==> config.mk <==
export PLATFORM = sky130hd
export DESIGN_NAME = audio_sample_fifo
export DESIGN_NICKNAME = d
export VERILOG_FILES = /design/src/rtl/audio_sample_fifo.sv
export SDC_FILE = /design/constraint.sdc
export NUM_CORES = 1
export LEC_CHECK = 0
export ABC_AREA = 1
export BUFFER_PORTS_ARGS = -buffer_cell sky130_fd_sc_hd__buf_4
export CAP_MARGIN = 20
export CORE_ASPECT_RATIO = 0.75
export CORE_MARGIN = 2
export CORE_UTILIZATION = 55
export CTS_BUF_LIST = sky130_fd_sc_hd__clkbuf_16
export DETAILED_ROUTE_END_ITERATION = 7
export PLACE_DENSITY = 0.71
export SLEW_MARGIN = 20
export SYNTH_ARGS = -nofsm -noshare
export SYNTH_HDL_FRONTEND = slang
export SYNTH_SLANG_ARGS = --single-unit
==> constraint.sdc <==
create_clock -name clk_25mhz -period 10.56 [get_ports clk_25mhz]
set_input_delay 0.528 -clock clk_25mhz [delete_from_list [all_inputs] [get_ports clk_25mhz]]
set_output_delay 0.528 -clock clk_25mhz [all_outputs]
set_load 0.05 [all_outputs]
==> src/rtl/audio_sample_fifo.sv <==
// audio_sample_fifo: packs little-endian SD bytes into channel-tagged samples
// and buffers them in a DEPTH-entry first-word-fall-through FIFO.
//
// Ports:
//   clk_25mhz, rst       clock, synchronous active-high reset
//   byte_in/valid/ready  byte stream in (valid/ready handshake)
//   flush                synchronous clear of FIFO and assembler
//   sample_out/ch/valid  head sample, its channel tag, head present
//   sample_ready         consumer pops head on valid & ready
//   count, almost_full   fill level and count >= AFULL_LEVEL
//   overflow             sticky: byte offered while blocked by a full FIFO
//
// Build option: define AUDIO_SIGNED_CONV_EN to invert the sample MSB on
// write (offset-binary <-> two's complement) when BYTES_PER_SAMPLE == 1.
module audio_sample_fifo #(
  parameter int BYTES_PER_SAMPLE = 2,
  parameter int CHANNELS         = 2,
  parameter int DEPTH            = 64,
  parameter int AFULL_LEVEL      = 48,
  localparam int SW   = 8 * BYTES_PER_SAMPLE,
  localparam int CW   = (CHANNELS > 1) ? $clog2(CHANNELS) : 1,
  localparam int CNTW = $clog2(DEPTH + 1)
) (
  input  logic            clk_25mhz,
  input  logic            rst,
  input  logic [7:0]      byte_in,
  input  logic            byte_valid,
  output logic            byte_ready,
  input  logic            flush,
  output logic [SW-1:0]   sample_out,
  output logic [CW-1:0]   sample_ch,
  output logic            sample_valid,
  input  logic            sample_ready,
  output logic [CNTW-1:0] count,
  output logic            almost_full,
  output logic            overflow
);

  localparam int BW = (BYTES_PER_SAMPLE > 1) ?
                      $clog2(BYTES_PER_SAMPLE) : 1;
  localparam int AW = $clog2(DEPTH);

  logic [CW+SW-1:0] r_mem [DEPTH];
  logic [AW-1:0]    r_wr_ptr;
  logic [AW-1:0]    r_rd_ptr;
  logic [CNTW-1:0]  r_count;
  logic [BW-1:0]    r_byte_idx;
  logic [CW-1:0]    r_ch;
  logic [SW-1:0]    r_asm;
  logic             r_overflow;

  logic             w_full;
  logic             w_last;
  logic             w_accept;
  logic             w_push;
  logic             w_pop;
  logic [SW-1:0]    w_sample;
  logic [SW-1:0]    w_conv;
  logic [CW+SW-1:0] w_head;

  assign w_full = (r_count == CNTW'(DEPTH));
  assign w_last = (r_byte_idx == BW'(BYTES_PER_SAMPLE - 1));

  // Final byte waits for room before the edge; a same-cycle pop does
  // not count as room, which keeps the ready path free of sample_ready.
  assign byte_ready = !rst && !flush && (!w_last || !w_full);

  assign w_accept = byte_valid && byte_ready;
  assign w_push   = w_accept && w_last;
  assign w_pop    = sample_ready && (r_count != '0) && !rst && !flush;

  // Current byte merged into its little-endian slot, so the final byte
  // lands in memory on the same edge it is accepted.
  always_comb begin
    w_sample = r_asm;
    for (int k = 0; k < BYTES_PER_SAMPLE; k++) begin
      if (r_byte_idx == BW'(k)) begin
        w_sample[8*k +: 8] = byte_in;
      end
    end
  end

`ifdef AUDIO_SIGNED_CONV_EN
  always_comb begin
    w_conv = w_sample;
    if (BYTES_PER_SAMPLE == 1) begin
      w_conv = w_sample ^ (SW'(1) << (SW - 1));
    end
  end
`else
  assign w_conv = w_sample;
`endif

  always_ff @(posedge clk_25mhz) begin
    if (w_push) begin
      r_mem[r_wr_ptr] <= {r_ch, w_conv};
    end
  end

  always_ff @(posedge clk_25mhz) begin
    if (rst) begin
      r_wr_ptr   <= '0;
      r_rd_ptr   <= '0;
      r_count    <= '0;
      r_byte_idx <= '0;
      r_ch       <= '0;
      r_asm      <= '0;
      r_overflow <= 1'b0;
    end else begin
      if (byte_valid && !byte_ready && w_full) begin
        r_overflow <= 1'b1;
      end
      if (flush) begin
        r_wr_ptr   <= '0;
        r_rd_ptr   <= '0;
        r_count    <= '0;
        r_byte_idx <= '0;
        r_ch       <= '0;
        r_asm      <= '0;
      end else begin
        if (w_accept) begin
          r_asm <= w_sample;
          if (w_last) begin
            r_byte_idx <= '0;
            r_wr_ptr   <= r_wr_ptr + AW'(1);
            if (r_ch == CW'(CHANNELS - 1)) begin
              r_ch <= '0;
            end else begin
              r_ch <= r_ch + CW'(1);
            end
          end else begin
            r_byte_idx <= r_byte_idx + BW'(1);
          end
        end
        if (w_pop) begin
          r_rd_ptr <= r_rd_ptr + AW'(1);
        end
        unique case ({w_push, w_pop})
          2'b10:   r_count <= r_count + CNTW'(1);
          2'b01:   r_count <= r_count - CNTW'(1);
          default: r_count <= r_count;
        endcase
      end
    end
  end

  // Head is forced to zero when empty so stale memory never shows.
  assign sample_valid = (r_count != '0);
  assign w_head       = sample_valid ? r_mem[r_rd_ptr] : '0;
  assign sample_out   = w_head[SW-1:0];
  assign sample_ch    = w_head[CW+SW-1:SW];
  assign count        = r_count;
  assign almost_full  = (r_count >= CNTW'(AFULL_LEVEL));
  assign overflow     = r_overflow;

endmodule

# After elaboration in Yosys (flattened, before gate mapping)
# Memory sizes are Yosys's and may differ from the RTL's. A register that Yosys moved wholly into a read port is not among the register bits.
# Cells that the tools add are included.
# word_totals
mem_bits_ro	0
output_inout_bits	28
wordCells	47
inputBits	13
mem_count	1
latch_bits	0
ff_bits	38
mem_bits_rw	1088
# classes
reduce_logical	19
n_bitwise	0
n_div	0
magnitude_cmp	1
n_addsub	6
mul	0
n_eq_ne	3
n_mux	10
n_shift	0
# memory_table
memory	depth	width	read_ports	rd_clocked_by_memory_dff	wr	line_no	rtl
r_mem	64	17	1	1	1	43	logic [CW+SW-1:0] r_mem [DEPTH];
# ops
op	n
17-bit two-way mux	1
8-bit two-way mux	2
7-bit case mux with 2 select lines	1
6-bit by 1-bit adder with 6-bit output (second input constant)	2
6-bit two-way mux	2
1-bit logical AND	9
7-bit by 1-bit adder with 7-bit output (second input constant)	1
7-bit equality test (second input constant)	1
7-bit by 6-bit greater-or-equal comparator with 1-bit output (second input constant)	1
7-bit nonzero test	1
7-bit by 1-bit subtractor with 7-bit output (second input constant)	1
1-bit zero test	5
1-bit two-way mux	4
1-bit adder (second input constant)	2
2-bit by 1-bit equality test with 1-bit output (second input constant)	1
2-bit equality test (second input constant)	1
2-bit AND reduction	1
2-bit nonzero test	1
2-bit OR reduction	1
1-bit logical OR	1

# Longest topological paths before layout
# logic_depth
ltp_word	8
mapped_depth	19
mapped_depth_nobuf	18

# Least setup slack after synthesis
# OpenSTA, ideal clock, no wires.
# synth_path
path_kind	reg-to-reg
startpoint	reg r_byte_idx
endpoint	mem r_mem[0][0] in the netlist's numbering, data pin
n_path_buf	2
setup_time_ns	0.712
t_arrival_ns	3.227
t_required_ns	9.848
synth_period_minus_slack_ns	3.938
path_stages_with_launch	4
path_slack_ns	6.622
cell_sequence	dfxtp_1 -> clkbuf_1 -> clkbuf_1 -> o21ai_0
# synth_via
elab_chain_len	1
# synth_rtl
item	line_no	rtl
from (decl)	47	logic [BW-1:0] r_byte_idx;
from (signal assigned)	132	r_byte_idx <= r_byte_idx + BW'(1);
8-bit two-way mux	77	if (r_byte_idx == BW'(k)) begin
net w_conv[0]	58	logic [SW-1:0] w_conv;
to (decl)	43	
# The timed path passes the listed nets, and every way through them passes these cells.

==> impl_metrics.tcl <==
set metrics [dict create \
    status "completed" \
    crit_buf_inv 4 \
    hp-class "in2reg" \
    grt_use_total_pct 27.69 \
    num_vias 30810 \
    overflow 0 \
    clkTransAtPathRegs_ps 60 \
    synth_edf_count 1088 \
    p_per_area_nw_per_um2 170.8 \
    drt-vias-per-instance 5.876 \
    rows 92 \
    synth_flop_cell "edfxtp_1" \
    crit_path_max_incr_delay_ps 960 \
    fin_worst_skew_ps 31.36 \
    crit_path_max_fanout 78 \
    yosys.area.top_type_share_pct 70.72 \
    drc 0 \
    clock_sinks 1132 \
    nFillCells 6617 \
    ys_ff_latch 1132 \
    routed_wl_mm 119.5 \
    yosysMostFrequentCell "nand2_1" \
    synthTopCellsByCount "nand2_1 (1,456), edfxtp_1 (1,088), nand3_1 (953)" \
    fp.dieW_um 338.7 \
    final-setup-viol-count 0 \
    antenna_found_initial 2 \
    place_area_um2 47680 \
    async_flop_share_pct 0 \
    yosysUniqueCellTypes 29 \
    drt_iter0_drc 4436 \
    grt_first_pass_wirelength_mm 179.7 \
    end_kind "primary output" \
    relSlewSlack_pct 20.98 \
    synth_nets 4044 \
    synth.cell_area_um2 46200 \
    cts_resized 0 \
    grt_pass1_vias 28903 \
    clockBufferDepth 3 \
    drv_cap 0 \
    synthCells 4026 \
    start_util_pct 55.28 \
    first_pass_iters 5 \
    htreeDepth 3 \
    syn2layout_area_growth_pct 10.19 \
    avgSynthCellArea_um2 11.48 \
    pre_cts_ws_ps 5185 \
    rsz0062_at_grt "false" \
    worstPathRequired_ps 10030 \
    core-area_um2 83570 \
    setup_slack_ps 4271 \
    fin_hold_ws_ps 144.2 \
    fin_nets 4047 \
    period_minus_slack_ps 6289 \
    yosysTopAreaCell "edfxtp_1" \
    synth-seq-area-share_pct 72.62 \
    place.gp.congestion 0.8784 \
    path_delay_family "buffers and inverters" \
    period_share_pct 59.55 \
    yosys_warnings 0 \
    grt_max_degree 236 \
    worst_pin_slew_ps 1185 \
    n_antenna_cell 0 \
    cts_made_buffers 104 \
    root_buffer "clkbuf_16" \
    die-area_um2 86360 \
    avgRoutedWirePerCell_um 22.79 \
    tns_ps 0 \
    cp_slowest_cell "dfxtp_4" \
    ys_top_cells_by_area "edfxtp_1 (71%), nand2_1 (12%), nand3_1 (10%), dfxtp_1 (1.9%), buf_2 (1.3%)" \
    path_cells "buf_4 > buf_4 > buf_4 > nand2_1 > nand3_1 > nand3_1 > nand2_1 > nand2_1 > nand3_1 > nand3_1 > a21oi_1 > buf_4" \
    drv_slew 0 \
    cts_tree "yes" \
    ant_nets 0 \
    finalInstanceArea_um2 50910 \
    ios 41 \
    crit_type "reg2out" \
    fmax_mhz 159.0 \
    worstPathArrival_ps 5760 \
    hpwl_mm 63.60 \
    p_leak_nw 18.43 \
    port_buffers 40 \
    ir_drop_mv 0.1178 \
    drive_gt1_share_pct 8.019 \
    hold_violations 0 \
    clk_latency_ps 700 \
    startpoint_type "flop" \
    die_y_um 255 \
]
[logic make-up (layout without fill, tap and decap cells)]
logic type                 Yosys count  in the layout  share of synthesized area (%)
adders and majority gates            5              5                         0.1354
buffers and inverters              303            392                          3.258
DFF                               1132           1132                          72.62
AOI/OAI and AO/OA                   64             64                         0.7123
xor gates and xnor gates            13             13                         0.2464
and+or+nand+nor                   2509           2509                          23.03
[tightest hold or removal path, cell delays in order]
cell and delay (ps):
buf_4 110, o211ai_1 90, inv_1 50
[metal layers]
layer	vias up	share of wire [%]	GRT usage (%)
li1	14067	-	-
met3	227	12	6.491
met5	-	0.019	0
met1	14871	41	40.31
met4	4	3.6	10.90
met2	1641	44	40.74
[cell type report]
class	count	area (µm²)	area share, %
clock buffers	104	2603	5.112
well taps	1128	1411	2.772
clock inverters	88	586.8	1.153
flip-flops and latches	1132	33570	65.94
repair buffers	147	1139	2.237
multi-input cells	2591	11370	22.34
inverters	53	226.5	0.4449
[path summary, 6_finish.rpt]
check,start,end,slack [ps],cells after the start
worst max-delay path,flop,sample_out[10],4270,12
worst min-delay path,byte_valid,r_byte_idx,140,3
worst max register to register,r_byte_idx,r_mem[8][9],7260,7
worst min register to register,overflow,overflow,450,2
[sequential cells by signal, summed over array words and instances (netlist names), named ones only]
register / flops
count: 7
overflow: 1
r_asm: 16
r_byte_idx: 1
r_ch: 1
r_mem: 1088
r_rd_ptr: 6
r_wr_ptr: 6
[placed cells by master (no fill, tap or decap), types with 8 or more instances in the layout]
master	n
nand3_1	953
nor2_1	80
xor2_1	10
clkinv_1	21
a21oi_4	8
edfxtp_1	1088
dfxtp_1	38
o21ai_0	8
clkinv_2	19
o21ai_4	8
clkbuf_16	104
a21oi_1	37
nand2_1	1456
nor2_2	8
buf_4	144
inv_1	78
[power breakdown]
part	total, mW	switching [mW]	internal (mW)
logic	0.188	0.157	0.0319
registers	4.94	0.00309	4.93
clock network	3.57	1.63	1.94
total	8.70	1.79	6.90
[stage by stage]
step                      util, %  power, mW  cells
final                       60.92      8.696   5243
after global routing        60.92      8.907   5243
after CTS                   60.88      8.720   5242
after detailed placement    57.05      5.219   5049
after global placement      57.04      5.214   5049
after floorplan                 -      5.140   4026
[timing repair]
action                                 4_1_cts  5_1_grt
endpoints found under the hold margin        1        0
hold buffers                                 1        0
buffers inserted                             0        0
No activity file was read; power rests on OpenSTA's default activity.
